**src/rtl/vga_timing_gen.sv**
```systemverilog
`default_nettype none
// ============================================================================
//  Module   : vga_timing_gen
//  Purpose  : Parametrised progressive video timing generator. Produces
//             horizontal/vertical sync, data enable, raw beam coordinates,
//             start-of-line / start-of-frame / end-of-active pulses and a
//             completed-frame counter. The beam advances one pixel on every
//             i_clk edge where i_pix_stb is high.
//  Revision : 1.0  initial release
// ----------------------------------------------------------------------------
//  Ports
//    i_clk          system clock
//    i_rst          synchronous active-high reset (priority over i_pix_stb)
//    i_pix_stb      pixel strobe, one pixel advance per high cycle
//    o_hs           horizontal sync, active level H_POL
//    o_vs           vertical sync, active level V_POL
//    o_de           high while the beam is inside the active area
//    o_x            raw horizontal count, 0..H_TOTAL-1
//    o_y            raw vertical count, 0..V_TOTAL-1
//    o_line         one-clock pulse when a new line starts (x becomes 0)
//    o_frame        one-clock pulse when a new frame starts (x,y become 0,0)
//    o_animate      one-clock pulse at the last pixel of the last active line
//    o_frame_count  number of frames started since reset, modulo 2^FRAMEW
// ============================================================================
module vga_timing_gen #(
  parameter int H_ACTIVE = 800,
  parameter int H_FP     = 40,
  parameter int H_SYNC   = 128,
  parameter int H_BP     = 88,
  parameter int V_ACTIVE = 600,
  parameter int V_FP     = 1,
  parameter int V_SYNC   = 4,
  parameter int V_BP     = 23,
  parameter int H_POL    = 1,
  parameter int V_POL    = 1,
  parameter int CORDW    = 11,
  parameter int FRAMEW   = 16
) (
  input  logic              i_clk,
  input  logic              i_rst,
  input  logic              i_pix_stb,
  output logic              o_hs,
  output logic              o_vs,
  output logic              o_de,
  output logic [CORDW-1:0]  o_x,
  output logic [CORDW-1:0]  o_y,
  output logic              o_line,
  output logic              o_frame,
  output logic              o_animate,
  output logic [FRAMEW-1:0] o_frame_count
);

  // --------------------------------------------------------------------------
  // Derived timing constants. Each line/frame is ordered
  // active -> front porch -> sync -> back porch.
  // --------------------------------------------------------------------------
  localparam int H_TOTAL = H_ACTIVE + H_FP + H_SYNC + H_BP;
  localparam int V_TOTAL = V_ACTIVE + V_FP + V_SYNC + V_BP;

  localparam logic [CORDW-1:0] c_h_last     = CORDW'(H_TOTAL - 1);
  localparam logic [CORDW-1:0] c_v_last     = CORDW'(V_TOTAL - 1);
  localparam logic [CORDW-1:0] c_h_act      = CORDW'(H_ACTIVE);
  localparam logic [CORDW-1:0] c_v_act      = CORDW'(V_ACTIVE);
  localparam logic [CORDW-1:0] c_v_act_last = CORDW'(V_ACTIVE - 1);
  localparam logic [CORDW-1:0] c_hs_start   = CORDW'(H_ACTIVE + H_FP);
  localparam logic [CORDW-1:0] c_hs_end     = CORDW'(H_ACTIVE + H_FP + H_SYNC);
  localparam logic [CORDW-1:0] c_vs_start   = CORDW'(V_ACTIVE + V_FP);
  localparam logic [CORDW-1:0] c_vs_end     = CORDW'(V_ACTIVE + V_FP + V_SYNC);
  localparam logic [CORDW-1:0] c_cord_zero  = '0;
  localparam logic [CORDW-1:0] c_cord_one   = {{(CORDW-1){1'b0}}, 1'b1};
  localparam logic [FRAMEW-1:0] c_frame_one = {{(FRAMEW-1){1'b0}}, 1'b1};

  // Active sync levels reduced to single bits.
  localparam logic c_hs_on = (H_POL != 0);
  localparam logic c_vs_on = (V_POL != 0);

  // --------------------------------------------------------------------------
  // State
  // --------------------------------------------------------------------------
  logic [CORDW-1:0]  h_q, h_d;
  logic [CORDW-1:0]  v_q, v_d;
  logic              hs_q, hs_d;
  logic              vs_q, vs_d;
  logic              de_q, de_d;
  logic              line_q, line_d;
  logic              frame_q, frame_d;
  logic              anim_q, anim_d;
  logic [FRAMEW-1:0] fc_q, fc_d;

  // --------------------------------------------------------------------------
  // Next beam position. The vertical counter only moves when the horizontal
  // counter wraps.
  // --------------------------------------------------------------------------
  always_comb begin
    h_d = h_q;
    v_d = v_q;
    if (i_pix_stb) begin
      if (h_q == c_h_last) begin
        h_d = c_cord_zero;
        if (v_q == c_v_last) begin
          v_d = c_cord_zero;
        end else begin
          v_d = v_q + c_cord_one;
        end
      end else begin
        h_d = h_q + c_cord_one;
      end
    end
  end

  // --------------------------------------------------------------------------
  // Output decode. Sync and enable are decoded from the next position so that
  // once registered they line up with o_x/o_y in the same cycle. Without a
  // strobe the next position equals the current one, so these levels hold.
  // The event pulses are gated by the strobe so they last exactly one clock
  // even when the strobe is sparse.
  // --------------------------------------------------------------------------
  always_comb begin
    hs_d    = ((h_d >= c_hs_start) && (h_d < c_hs_end)) ? c_hs_on : ~c_hs_on;
    vs_d    = ((v_d >= c_vs_start) && (v_d < c_vs_end)) ? c_vs_on : ~c_vs_on;
    de_d    = (h_d < c_h_act) && (v_d < c_v_act);
    line_d  = i_pix_stb && (h_d == c_cord_zero);
    frame_d = i_pix_stb && (h_d == c_cord_zero) && (v_d == c_cord_zero);
    anim_d  = i_pix_stb && (h_d == c_h_last) && (v_d == c_v_act_last);
    fc_d    = frame_d ? (fc_q + c_frame_one) : fc_q;
  end

  // --------------------------------------------------------------------------
  // Registers. Reset parks the beam on the last pixel of the last line so the
  // first strobe lands on (0,0) and produces a start-of-frame.
  // --------------------------------------------------------------------------
  always_ff @(posedge i_clk) begin
    if (i_rst) begin
      h_q     <= c_h_last;
      v_q     <= c_v_last;
      hs_q    <= ~c_hs_on;
      vs_q    <= ~c_vs_on;
      de_q    <= 1'b0;
      line_q  <= 1'b0;
      frame_q <= 1'b0;
      anim_q  <= 1'b0;
      fc_q    <= '0;
    end else begin
      h_q     <= h_d;
      v_q     <= v_d;
      hs_q    <= hs_d;
      vs_q    <= vs_d;
      de_q    <= de_d;
      line_q  <= line_d;
      frame_q <= frame_d;
      anim_q  <= anim_d;
      fc_q    <= fc_d;
    end
  end

  assign o_x           = h_q;
  assign o_y           = v_q;
  assign o_hs          = hs_q;
  assign o_vs          = vs_q;
  assign o_de          = de_q;
  assign o_line        = line_q;
  assign o_frame       = frame_q;
  assign o_animate     = anim_q;
  assign o_frame_count = fc_q;

endmodule
`default_nettype wire

```
**config.mk**
```make
export PLATFORM = sky130hd
export DESIGN_NAME = vga_timing_gen
export DESIGN_NICKNAME = d
export VERILOG_FILES = /design/src/rtl/vga_timing_gen.sv
export SDC_FILE = /design/constraint.sdc
export NUM_CORES = 1
export LEC_CHECK = 0
export ABC_AREA = 1
export BUFFER_PORTS_ARGS = -buffer_cell sky130_fd_sc_hd__buf_2
export CAP_MARGIN = 20
export CORE_AREA = 2 2 73 75
export DETAILED_ROUTE_END_ITERATION = 8
export DIE_AREA = 0 0 75 77
export PLACE_DENSITY_LB_ADDON = 0.15
export REMOVE_ABC_BUFFERS = 1
export SETUP_SLACK_MARGIN = 0.4
export SLEW_MARGIN = 25
export SYNTH_ARGS = -nofsm -noshare
export SYNTH_HDL_FRONTEND = slang
export SYNTH_SLANG_ARGS = --single-unit
export TNS_END_PERCENT = 30
```
**constraint.sdc**
```tcl
create_clock -name i_clk -period 3 [get_ports i_clk]
set_input_delay 0.3 -clock i_clk [delete_from_list [all_inputs] [get_ports i_clk]]
set_output_delay 0.3 -clock i_clk [all_outputs]
set_load 0.02 [all_outputs]
```
==> summary.md <==
| Metric | Value |
|---|---|
| Pre-Repair DR Iteration Count | 4 |
| Flop pwr share | 0.409 |
| Htree depth | 2 |
| Data required time of the critical path | 3.20 ns |
| Nets | 487 |
| Crit Path Max Fanout | 11 |
| Prevailing post-synth register cell | dfxtp_1 |
| Yosys reg bits | 44 |
| Syn avg cell area | 6.31 µm² |
| Gr busiest metal | met2 |
| Count leader, synth | nand2_1 |
| CTS tree | done |
| First-pass GRT wire length | 11400 µm |
| Maxcap violations | 0 |
| DP Wirelength | 4890 µm |
| Clock latency at the later pin of the worst-skew pair | 0.30 ns |
| Ys async rst share | 0 |
| Fin cells | 552 |
| Measured slew at the worst slew-check pin | 0.548 ns |
| Syn Inst Count | 428 |
| Largest net degree at the start of global routing | 29 |
| Max Freq | 408 MHz |
| Fillers | 495 |
| FP Rows | 26 |
| Maximum root-to-sink buffer count | 2 |
| Combinational Power Share | 0.307 |
| Met3 Usage GRT | 0.0355 |
| Core Box Area | 4980 µm² |
| CP Capture Type | register |
| Synth cell count leaders | nand2_1, nor2_1, nand3_1, inv_1, dfxtp_1 |
| Share of the synthesized area in the top cell type | 0.326 |
| Die height | 77 µm |
| DIE AREA | 5780 µm² |
| Switching share of power | 0.359 |
| Port-buffer cells | 46 |
| Tot GR Track Use | 0.247 |
| Synth cell types | 35 |
| Grt ovf | 0 |
| Fin. max-slew vios | 0 |
| RSZ-0062 raised after global routing | yes |
| Post-synth EDFFs | 0 |
| Number of synthesis warnings | 0 |
| Start of the worst register-to-register path | o_x[0] |
| Arr. time, crit path | 2.65 ns |
| Area growth, synth to finish | 17.0% |
| Switching power | 0.000576 W |
| Ports | 47 |
| DR vias | 2875 |
| GRT met2 Usage | 0.365 |
| Crit start category | register |
| Routed Antenna Nets | 0 |
| Synthesized cell area | 2700 µm² |
| Lkg Pwr | 1.65 nW |
| Hold Fails Final Rpt | 0 |
| Fin Setup TNS | 0 ns |
| Placer Congestion | 0.926 |
| Crit path time final | 2.45 ns |
| Worst Setup EP | o_frame_count[1] |
| Initial core utilization | 0.542 |
| Final Cycle Share | 0.817 |
| Final WL | 6780 µm |
| N_diodes | 0 |
| Power density of the placed cells | 507 nW/µm² |
| Yosys top cell by area | dfxtp_1 |
| Met1 usage | 0.360 |
| Vias in the first global route | 2527 |
| FF-to-FF setup slack | 0.55 ns |
| FF-to-FF path depth | 12 |
| Relative slew slack | 0.634 |
| Die Wd | 75 µm |
| Vias/cell | 5.21 |
| Routed length per instance | 12.3 µm |
| Layout cell share with drive strength beyond 1 | 0.191 |
| Placed instance count | 535 |
| # clock sinks | 44 |
| Worst-path clk slew | 0.09 ns |
| Clock skew | 0.00817 ns |
| Internal power | 0.00103 W |
| Crit Path Class | reg2reg |
| Clock buffer count from CTS | 5 |
| Max IR drop VDD | 0.000329 V |
| Worst Setup SP | o_x[0] |
| Clock Power Share | 0.284 |
| Synth area leaders | dfxtp_1, nand2_1, nor2_1 |
| R2R Path End | o_frame_count[1] |
| Remaining DRCs | 0 |
| Initial drt markers | 169 |
| Initial antenna violation count | 0 |
| CTS Root Cell | clkbuf_8 |
| Status | finished clean |
| Worst Hold Class | in2reg |
| Final setup vio count | 0 |
| Sequential area share after synthesis | 0.326 |
layout by cell type (no fill, tap or decap), drive strengths merged, types with 5 or more instances in the layout:
cell type	Yosys	final
nand3	55	55
nand2	114	114
dfxtp	44	44
o21ai	5	5
nor2	87	88
clkbuf	3	6
a21oi	16	16
inv	53	53
buf	6	54
nor3	11	11
nand4	17	17
per-stage QoR:
step                      worst slack [ns]  hold WS, ns  cell area [µm²]  power [W]  utilization
after floorplan                      0.545        0.369             2640    0.00101            -
after global placement               0.388        0.500             2960    0.00111        0.594
after detailed placement             0.297        0.508             2960    0.00112        0.594
after CTS                            0.395        0.383             3100    0.00158        0.623
after global routing                 0.328        0.406             3160    0.00170        0.634
final                                0.550        0.394             3160    0.00160        0.634
flip-flops by register name (all words and copies together), names as in the netlist:
signal,cells
o_frame_count,16
o_x,11
o_animate,1
o_y,11
o_line,1
o_de,1
o_vs,1
o_frame,1
o_hs,1
final cells by class:
type,count,area (µm²),area share
clock inverter,2,35.0,0.0111
tap,70,87.6,0.0277
timing repair buffer,54,303,0.0959
inverter,53,199,0.0630
sequential,44,881,0.279
multi-input combinational,323,1580,0.500
clock buffer,6,72.6,0.0230
kinds of logic (layout without fill, tap and decap cells):
group                      after synthesis  count (layout)  synth area share
AOI/OAI and AO/OA                       24              24            0.0528
xor gates and xnor gates                 4               4            0.0130
adders and majority gates                3               3            0.0139
buffers and inverters                   62             115            0.0964
DFF                                     44              44             0.326
and+or+nand+nor                        291             292             0.498
power by group through the flow:
stage / logic (W) / registers, W / clock network (W)
finish: 0.000492 / 0.000656 / 0.000454
global route: 0.000553 / 0.000662 / 0.000489
CTS: 0.000458 / 0.000655 / 0.000464
global placement: 0.000443 / 0.000668 / 0
detailed placement: 0.000450 / 0.000669 / 0
floorplan: 0.000311 / 0.000698 / 0
routing by layer:
metal / vias to the layer above / wire length, µm
met3: 14 / 431
met5: - / 0
met4: 0 / 140
met1: 1290 / 3210
li1: 1487 / -
met2: 84 / 3000
worst min-delay path by stage:
stage,to,slack [ns],start,cells after the start
finish,o_y[2],0.39,i_rst,2
global route,o_y[2],0.41,i_rst,2
CTS,o_x[6],0.38,i_rst,2
detailed placement,o_frame_count[15],0.51,o_frame_count[15],2
global placement,o_frame_count[15],0.50,o_frame_count[15],2
floorplan,o_frame_count[14],0.37,i_rst,1
critical path: stages, from the launching register on:
cell	delay [ns]
dfxtp_1	0.40
ha_1	0.28
nand4_4	0.16
nor2_4	0.13
buf_4	0.19
nor2_1	0.05
nor2_1	0.15
nand3_1	0.16
nor2_1	0.12
nand3_1	0.24
nand3b_1	0.30
nor2_1	0.12
nor2_1	0.05
what timing repair did:
action                     CTS  global route
setup endpoints to repair   12            19
hold buffers                 0             0
pin swaps                    1             2
setup buffers                3             5
gates cloned                 1             0
resized for setup            1             1
No activity file was read; power rests on OpenSTA's default activity.
